$ cat config.mk
export PLATFORM = sky130hd
export DESIGN_NAME = cpu_sensor_pio_in_flat
export DESIGN_NICKNAME = d
export VERILOG_FILES = /design/src/rtl/cpu_sensor_pio_in_if.sv /design/src/rtl/cpu_sensor_pio_in.sv /design/src/flat_wrapper.sv
export SDC_FILE = /design/constraint.sdc
export NUM_CORES = 1
export LEC_CHECK = 0
export CAP_MARGIN = 20
export CORE_MARGIN = 5
export CORE_UTILIZATION = 49
export DETAILED_ROUTE_END_ITERATION = 12
export HOLD_SLACK_MARGIN = 0.08
export PLACE_DENSITY = 0.93
export SYNTH_ARGS = -nofsm -noshare
export SYNTH_HDL_FRONTEND = slang
export SYNTH_SLANG_ARGS = --single-unit
export TNS_END_PERCENT = 10
$ cat constraint.sdc
create_clock -name clk -period 4.61 [get_ports clk]
set_clock_uncertainty 0.1 [all_clocks]
set_input_delay 0.922 -clock clk [delete_from_list [all_inputs] [get_ports clk]]
set_output_delay 0.922 -clock clk [all_outputs]
set_load 0.005 [all_outputs]
$ cat src/rtl/cpu_sensor_pio_in_if.sv
// Avalon-MM slave bus for the sensor input PIO.
// The interrupt line travels with the bus so the HPS side sees one bundle.
interface cpu_sensor_pio_in_if;
    logic [1:0]  address;
    logic        chipselect;
    logic        read_n;
    logic        write_n;
    logic [31:0] writedata;
    logic [31:0] readdata;
    logic        irq;

    modport master (
        output address, chipselect, read_n, write_n, writedata,
        input  readdata, irq
    );

    modport slave (
        input  address, chipselect, read_n, write_n, writedata,
        output readdata, irq
    );
endinterface

$ cat src/rtl/cpu_sensor_pio_in.sv
// Sensor/button input PIO: synchronize, debounce, capture edges (W1C)
// and raise a maskable level interrupt on the Avalon-MM lightweight bus.
module cpu_sensor_pio_in #(
    parameter int WIDTH           = 4,
    parameter int SYNC_STAGES     = 2,
    parameter int DEBOUNCE_CYCLES = 16,
    parameter int EDGE_TYPE       = 0
) (
    input  logic               clk,
    input  logic               reset,
    input  logic [WIDTH-1:0]   in_port,
    cpu_sensor_pio_in_if.slave bus
);

    localparam int CNT_W = (DEBOUNCE_CYCLES > 0) ? $clog2(DEBOUNCE_CYCLES + 1) : 1;

    logic [WIDTH-1:0] r_sync [SYNC_STAGES];
    logic [WIDTH-1:0] w_sync;
    logic [WIDTH-1:0] r_stable;
    logic [WIDTH-1:0] r_stable_d;
    logic [WIDTH-1:0] w_rise;
    logic [WIDTH-1:0] w_fall;
    logic [WIDTH-1:0] w_ev;
    logic [WIDTH-1:0] r_irq_mask;
    logic [WIDTH-1:0] r_edge_cap;
    logic [WIDTH-1:0] w_clr;
    logic [31:0]      w_rdmux;
    logic [31:0]      r_readdata;
    logic             w_wr;
    logic             w_rd;

    // Synchronizer chain
    always_ff @(posedge clk) begin
        if (reset) begin
            for (int s = 0; s < SYNC_STAGES; s++) r_sync[s] <= '0;
        end else begin
            r_sync[0] <= in_port;
            for (int s = 1; s < SYNC_STAGES; s++) r_sync[s] <= r_sync[s-1];
        end
    end

    assign w_sync = r_sync[SYNC_STAGES-1];

    // Debouncer
    if (DEBOUNCE_CYCLES == 0) begin : g_nodb
        always_ff @(posedge clk) begin
            if (reset) r_stable <= '0;
            else       r_stable <= w_sync;
        end
    end else begin : g_db
        localparam logic [CNT_W-1:0] CNT_LAST = CNT_W'(DEBOUNCE_CYCLES - 1);
        logic [CNT_W-1:0] r_cnt [WIDTH];

        always_ff @(posedge clk) begin
            if (reset) begin
                r_stable <= '0;
                for (int b = 0; b < WIDTH; b++) r_cnt[b] <= '0;
            end else begin
                for (int b = 0; b < WIDTH; b++) begin
                    if (w_sync[b] == r_stable[b]) begin
                        r_cnt[b] <= '0;
                    end else if (r_cnt[b] == CNT_LAST) begin
                        r_stable[b] <= w_sync[b];
                        r_cnt[b]    <= '0;
                    end else begin
                        r_cnt[b] <= r_cnt[b] + CNT_W'(1);
                    end
                end
            end
        end
    end

    // Edge detect on the debounced value
    always_comb begin
        w_rise = r_stable & ~r_stable_d;
        w_fall = ~r_stable & r_stable_d;
        case (EDGE_TYPE)
            1:       w_ev = w_fall;
            2:       w_ev = w_rise | w_fall;
            default: w_ev = w_rise;
        endcase
    end

    assign w_wr  = bus.chipselect & ~bus.write_n;
    assign w_rd  = bus.chipselect & ~bus.read_n;
    assign w_clr = (w_wr && bus.address == 2'd3) ? bus.writedata[WIDTH-1:0] : '0;

    always_comb begin
        w_rdmux = '0;
        case (bus.address)
            2'd0:    w_rdmux[WIDTH-1:0] = r_stable;
            2'd2:    w_rdmux[WIDTH-1:0] = r_irq_mask;
            2'd3:    w_rdmux[WIDTH-1:0] = r_edge_cap;
            default: w_rdmux = '0;
        endcase
    end

    // Register file; a new edge wins over a same-cycle clear
    always_ff @(posedge clk) begin
        if (reset) begin
            r_stable_d <= '0;
            r_irq_mask <= '0;
            r_edge_cap <= '0;
            r_readdata <= '0;
        end else begin
            r_stable_d <= r_stable;
            if (w_wr && bus.address == 2'd2) r_irq_mask <= bus.writedata[WIDTH-1:0];
            r_edge_cap <= (r_edge_cap & ~w_clr) | w_ev;
            r_readdata <= w_rd ? w_rdmux : 32'h0;
        end
    end

    assign bus.readdata = r_readdata;
    assign bus.irq      = |(r_edge_cap & r_irq_mask);

    if (WIDTH < 32) begin : g_wd_upper
        logic w_unused_wd;
        assign w_unused_wd = ^bus.writedata[31:WIDTH];
    end

endmodule

$ cat src/flat_wrapper.sv
// flat-port wrapper written by rule: the top's interface ports become plain ports
module cpu_sensor_pio_in_flat 
#(
    parameter int WIDTH           = 4,
    parameter int SYNC_STAGES     = 2,
    parameter int DEBOUNCE_CYCLES = 16,
    parameter int EDGE_TYPE       = 0
)
  (clk, reset, in_port, bus_address, bus_chipselect, bus_read_n, bus_write_n, bus_writedata, bus_readdata, bus_irq);
  cpu_sensor_pio_in_if bus_i ();
  input  logic clk;
  input  logic reset;
  input  logic [WIDTH-1:0] in_port;
  input wire logic [$bits(bus_i.address)-1:0] bus_address;
  input wire logic [$bits(bus_i.chipselect)-1:0] bus_chipselect;
  input wire logic [$bits(bus_i.read_n)-1:0] bus_read_n;
  input wire logic [$bits(bus_i.write_n)-1:0] bus_write_n;
  input wire logic [$bits(bus_i.writedata)-1:0] bus_writedata;
  output wire logic [$bits(bus_i.readdata)-1:0] bus_readdata;
  output wire logic [$bits(bus_i.irq)-1:0] bus_irq;
  assign bus_i.address = bus_address;
  assign bus_i.chipselect = bus_chipselect;
  assign bus_i.read_n = bus_read_n;
  assign bus_i.write_n = bus_write_n;
  assign bus_i.writedata = bus_writedata;
  assign bus_readdata = bus_i.readdata;
  assign bus_irq = bus_i.irq;
  cpu_sensor_pio_in #(.WIDTH(WIDTH), .SYNC_STAGES(SYNC_STAGES), .DEBOUNCE_CYCLES(DEBOUNCE_CYCLES), .EDGE_TYPE(EDGE_TYPE)) u_core (.clk(clk), .reset(reset), .in_port(in_port), .bus(bus_i));
endmodule
; ---- After elaboration in Yosys (flattened, before gate mapping)
; Memory sizes are Yosys's and may differ from the RTL's.
; Cells that the tools add are included.
[word_totals]
ff_bits = 48
ram_bits = 28
out_inout_bits = 33
elab_cells = 126
n_memories = 2
[memory_table]
columns = memory, words, word_bits, rd, rd_ports_with_merged_regs, wr, line_no
row1 = u_core.g_db.r_cnt, 4, 5, 4, 0, 4, cpu_sensor_pio_in.sv:52  ; logic [CNT_W-1:0] r_cnt [WIDTH];
row2 = u_core.r_sync, 2, 4, 2, 0, 2, cpu_sensor_pio_in.sv:17  ; logic [WIDTH-1:0] r_sync [SYNC_STAGES];
[classes]
add_sub_neg = 4
n_eq_ne = 10
muxes = 63
bitwise_logic = 29
reduce_logical = 9
[op_table]
columns = op, count
row1 = $mux W5, 12
row2 = $mux W1, 47
row3 = $add A5 B1 Y5 const B, 4
row4 = $eq A5 B4 Y1 const B, 4
row5 = $or A1 B1 Y1, 14
row6 = $and A4 B4 Y4, 3
row7 = $mux W4, 3
row8 = $pmux W4 S3, 1
row9 = $not A4 Y4, 2
row10 = $reduce_and A2 Y1, 4
row11 = $not A1 Y1, 7
row12 = $eq A1 B1 Y1, 4
row13 = $eq A2 B2 Y1 const B, 2
row14 = $or A4 B4 Y4, 1
row15 = $reduce_or A4 Y1, 1
row16 = $and A1 B1 Y1, 2
row17 = $logic_and A1 B1 Y1, 2
row18 = $logic_not A2 Y1, 1
row19 = $reduce_or A2 Y1, 1

; ---- Longest topological paths before layout
; Gate-level depths: netlist of run 1.
; An unclocked memory read counts as a cell.
[logic_depth]
word_depth = 8
depth_mapped = 5

; ---- Worst setup path before layout of run 1
; OpenSTA, ideal clock, no wires.
[synth_path]
path_type = input to register
from = in reset
to = mem u_core.g_db.r_cnt[0][17] (netlist name), data pin
setup_time_ns = 0.135
arrival_time_ns = 1.601
required_ns = 4.375
setup_slack_ns = 2.774
stages = 3
path_buffers = 1
cell_sequence = buf_4 > or3_4 > nor2_2
[synth_rtl]
columns = element, line_no
row1 = start: declaration, flat_wrapper.sv:12  ; input logic reset;
row2 = end: declaration, cpu_sensor_pio_in.sv:52

==> flow_summary.json, run 1 <==
{
  "slew_headroom": 0.627,
  "netlist.area_leader.share": 0.265,
  "intPower_uw": 601,
  "synth_commonest_cells": "buf_4, dfxtp_1, nor2_2",
  "cp-end-kind": "register",
  "ys.warnings.count": 0,
  "die_area_um2": 6090,
  "status": "complete, no violations",
  "post_cts_buffers": 0,
  "finalCriticalPeriod_ps": 2460,
  "fmax_mhz": 407,
  "dp_slack_ps": 1850,
  "clkTransAtPathRegs_ps": 80,
  "synth_top_area_cell": "edfxtp_1",
  "core_area_um2": 4410,
  "crit_fanout": 16,
  "cpLargestDelayFamily": "buffers and inverters",
  "rsz0062_at_grt": "false",
  "critPathSlowestCell": "clkdlybuf4s50_1",
  "drc": 0,
  "synthCells": 203,
  "timing.final.crit_share": 0.534,
  "via_per_inst": 4.54,
  "multi_input_area_um2": 992,
  "htree_levels": 2,
  "grt_antenna_before_repair": 0,
  "combPwrFrac": 0.072,
  "setup-tns-final_ps": 0,
  "cp.required_ps": 4680,
  "finalWorstSetupSlack_ps": 2150,
  "crit_buf_inv": 2,
  "clock_latency_ps": 300,
  "power_leakage_uw": 0.00103,
  "cts_resized": 0,
  "ys_seq_elements": 48,
  "n_fill_cell": 375,
  "synth-main-ff-cell": "dfxtp_1",
  "cts_root_buf": "clkbuf_8",
  "yosys-top-cells-area": "edfxtp_1, dfxtp_1, buf_4",
  "ios": 76,
  "min_path_type": "register to register",
  "p_clk_frac": 0.326,
  "cap_violations": 0,
  "area_growth_pct": 12.4,
  "finalCoreUtilization": 0.578,
  "antenna_cells": 0,
  "cts_sinks": 48,
  "start_util": 0.514,
  "synth_area_per_cell_um2": 11.2,
  "die_height_um": 78.1,
  "die_x_um": 78.1,
  "gp_congestion": 0.712,
  "postRouteAntennaNets": 0,
  "slowest_delay_ps": 690,
  "grt_usage": 0.114,
  "drtIter0Drc": 112,
  "hold_viol": 0,
  "syn_area_um2": 2270,
  "seqPwrFrac": 0.602,
  "switching_share": 0.215,
  "grt_pass1_vias": 1313,
  "overflow": 0,
  "io_buffers": 19,
  "grt_pass1_wl_um": 5620,
  "crit_chain": "clkdlybuf4s50_1 > buf_4 > or3_4 > nor2_2",
  "slew_violations": 0,
  "arrival_ps": 2530,
  "crit_type": "primary input to register",
  "synthArstFlopShare": 0,
  "powerDensity_nw_per_um2": 300,
  "ctsLongestPathBuffers": 2,
  "tightest_slew_ps": 557,
  "synth_edf_count": 20,
  "synthDistinctLibCells": 26,
  "setup.worst_path.start_class": "primary input",
  "rows": 24,
  "cts_tree": "done",
  "finalWirelength_um": 3430,
  "finalNetCount": 294,
  "vias": 1345,
  "drtPass1Iterations": 4,
  "place_hpwl_um": 2590,
  "switchingPower_uw": 165,
  "grt_max_degree": 17,
  "numCtsBuffers": 5,
  "synth.most_common_cell": "buf_4",
  "ir_drop_uv": 121,
  "cts_hold_buffers": 0,
  "wl_per_cell_um": 11.6,
  "register_area_um2": 1160,
  "drive_above_1_share": 0.148,
  "setup_viol": 0,
  "yosysSeqAreaShare": 0.512
}
==> final timing paths <==
check	from	endpoint	slack, ps	cells past startpoint
setup / recovery	reset	u_core.g_db.r_cnt[0][3]	2150	4
hold reg to reg	u_core.r_sync[0][2]	u_core.r_sync[0][6]	350	1
setup reg to reg	u_core.g_db.r_cnt[0][5]	u_core.g_db.r_cnt[0][8]	2740	5
hold / removal	u_core.r_sync[0][2]	u_core.r_sync[0][6]	350	1
==> sequential cells by signal, indices dropped and copies added, names as in the netlist <==
register / cells
u_core.bus.readdata: 4
u_core.g_db.r_cnt: 20
u_core.r_edge_cap: 4
u_core.r_irq_mask: 4
u_core.r_stable: 4
u_core.r_stable_d: 4
u_core.r_sync: 8
==> cells by family (layout without fill, tap and decap cells) <==
kind of cell               count (synthesis)  after routing  synth area share
buffers and inverters                     45             40             0.127
muxes                                     12             12            0.0529
DFF                                       48             48             0.512
xor gates and xnor gates                  12             12            0.0463
and+or+nand+nor                           62             62             0.175
AOI/OAI and AO/OA                         14             14            0.0397
other                                      2             48           0.00331
adders and majority gates                  8              8            0.0441
==> per-stage QoR <==
step	total power, µW	instances	hold WS [ps]	cell area (µm²)
finish	765	296	345	2550
global route	795	296	364	2550
CTS	773	296	345	2550
detailed placement	524	288	323	2460
global placement	522	288	319	2460
floorplan	523	249	314	2440
==> final cells by class <==
| cell class | count | area share |
|---|---|---|
| multi-input cells | 156 | 0.389 |
| flip-flops and latches | 48 | 0.455 |
| well taps | 52 | 0.0255 |
| repair buffers | 20 | 0.0775 |
| clock buffers | 8 | 0.0353 |
| inverters | 12 | 0.0177 |
==> routing by layer <==
metal	up-vias	track usage	part of all wire
li1	683	-	-
met2	40	0.185	0.47
met5	-	0	0
met3	10	0.0217	0.075
met1	612	0.141	0.43
met4	0	0.0659	0.024
==> cells in the final DEF, fill, tap and decap left out <==
master,instances
conb_1,48
dfxtp_1,28
nor2_2,21
edfxtp_1,20
clkdlybuf4s50_1,19
inv_1,12
mux2i_1,12
nor2_1,9
xnor2_1,8
nor2b_1,8
ha_1,8
clkbuf_8,6
nand3_1,5
and3_1,4
nand4_1,4
o21ai_1,4
nor2b_2,4
a21oi_1,4
a22o_1,4
or3_4,4
xor2_1,4
a22oi_1,2
clkbuf_1,2
nand2_1,1
and4b_1,1
and4bb_1,1
buf_4,1
==> power groups by stage <==
| stage | Combinational, µW | Clock, µW | Sequential (µW) |
|---|---|---|---|
| floorplan | 54.1 | 0 | 469 |
| global placement | 52.4 | 0 | 470 |
| detailed placement | 53.9 | 0 | 471 |
| CTS | 54.4 | 258 | 461 |
| global route | 62.7 | 270 | 462 |
| finish | 55.5 | 249 | 461 |
Power figures use the tool's default switching activity.
==> run 2, diff against run 1 <==
- CORE_UTILIZATION: 49 -> 41
- PLACE_DENSITY: 0.93 -> 0.84
- clock period: 4.61 -> 2.1 ns (I/O delays scaled with it)
==> flow_summary.json, run 2 (synthesis results as in run 1) <==
{
  "n_fill_cell": 503,
  "place_area_um2": 2510,
  "die_area_um2": 7120,
  "intPower_uw": 1270,
  "overflow": 0,
  "cts_tree": "done",
  "finalCriticalPeriod_ps": 1910,
  "gp_congestion": 0.826,
  "setup-tns-final_ps": 0,
  "drive_above_1_share": 0.149,
  "crit_fanout": 3,
  "finalNetCount": 295,
  "finalWirelength_um": 3570,
  "place_hpwl_um": 2680,
  "status": "complete, no violations",
  "setup.reg_to_reg.worst_slack_ps": 260,
  "setup.worst_path.start_class": "register",
  "cap_violations": 0,
  "numCtsBuffers": 5,
  "drtPass1Iterations": 5,
  "layout_commonest_cell": "conb_1",
  "arrival_ps": 1390,
  "core_area_um2": 5440,
  "stdcell_area_um2": 2570,
  "postRouteAntennaNets": 0,
  "switchingPower_uw": 355,
  "combPwrFrac": 0.077,
  "power_leakage_uw": 0.00103,
  "drc": 0,
  "ir_drop_uv": 251,
  "slew_violations": 0,
  "grt_pass1_vias": 1363,
  "ctsLongestPathBuffers": 2,
  "rows": 27,
  "cp-end-kind": "output pin",
  "die_x_um": 84.4,
  "min_path_type": "register to register",
  "cp.required_ps": 1580,
  "rsz0062_at_grt": "false",
  "setup_viol": 0,
  "hold_viol": 0,
  "grt_antenna_before_repair": 0,
  "start_util": 0.417,
  "largest_reg_flops": 20,
  "timing.final.crit_share": 0.911,
  "final_cell_mix": "conb_1, dfxtp_1, nor2_2",
  "die_height_um": 84.4,
  "grt_usage": 0.104,
  "clkTransAtPathRegs_ps": 80,
  "wl_per_cell_um": 11.4,
  "largest_register": "u_core.g_db.r_cnt",
  "cts_hold_buffers": 0,
  "seqPwrFrac": 0.623,
  "clock_latency_ps": 290,
  "cts_sinks": 48,
  "p_clk_frac": 0.300,
  "io_buffers": 19,
  "finalCoreUtilization": 0.473,
  "post_cts_buffers": 0,
  "reg_top3": "u_core.g_db.r_cnt (20), u_core.r_sync (8)",
  "cts_root_buf": "clkbuf_8",
  "grt_pass1_wl_um": 5970,
  "htree_levels": 2,
  "grt_max_degree": 30,
  "fmax_mhz": 523,
  "crit_type": "register to output pin",
  "via_per_inst": 4.30,
  "area_growth_pct": 13.5,
  "switching_share": 0.219,
  "ios": 76,
  "cts_resized": 0,
  "drtIter0Drc": 45,
  "antenna_cells": 0,
  "powerDensity_nw_per_um2": 631,
  "vias": 1350
}
[run 2: cell count changes in the layout (fill, tap and decap cells not counted)]
cell and delta:
buf_12 +1, clkbuf_8 -1, clkbuf_1 -2
[run 2: layer usage]
layer	GRT usage	part of all wire	up-vias
met5	0	0	-
met4	0.0432	0.024	0
met3	0.0314	0.047	9
met2	0.182	0.49	38
met1	0.118	0.43	623
li1	-	-	680
[run 2: stage by stage]
step | total power, µW | hold slack, ps | cells | setup slack [ps]
2_1_floorplan | 1150 | 314 | 249 | 335
3_3_place_gp | 1150 | 319 | 309 | 212
3_5_place_dp | 1160 | 331 | 309 | 162
4_1_cts | 1640 | 349 | 314 | 155
5_1_grt | 1700 | 360 | 314 | 129
6_report | 1620 | 343 | 314 | 187
[run 2: worst max-delay path: stages, from the launching register on]
cell and delay [ps]:
dfxtp_1 340, a22oi_1 220, nand2_1 90, clkdlybuf4s50_1 450
[run 2: cell type report]
cell class	count	area, µm²	share of cell area
Multi-Input combinational cell	156	992	0.385
Inverter	12	45.0	0.0175
Tap cell	72	90.1	0.0350
Sequential cell	48	1160	0.451
Clock buffer	5	68.8	0.0267
Timing Repair Buffer	21	218	0.0845
[run 2: worst paths after layout]
check	startpoint	end	cells past startpoint
worst max-delay path	u_core.r_edge_cap[1]	bus_irq	3
worst min-delay path	u_core.r_sync[0][2]	u_core.r_sync[0][6]	1
worst max register to register	u_core.g_db.r_cnt[0][10]	u_core.g_db.r_cnt[0][13]	5
worst min register to register	u_core.r_sync[0][2]	u_core.r_sync[0][6]	1
[run 2: power by group through the flow]
stage | clock network (µW) | logic (µW) | registers (µW)
after floorplan | 0 | 119 | 1030
after global placement | 0 | 120 | 1030
after detailed placement | 0 | 123 | 1030
after CTS | 504 | 124 | 1010
after global routing | 540 | 142 | 1010
final | 487 | 126 | 1010
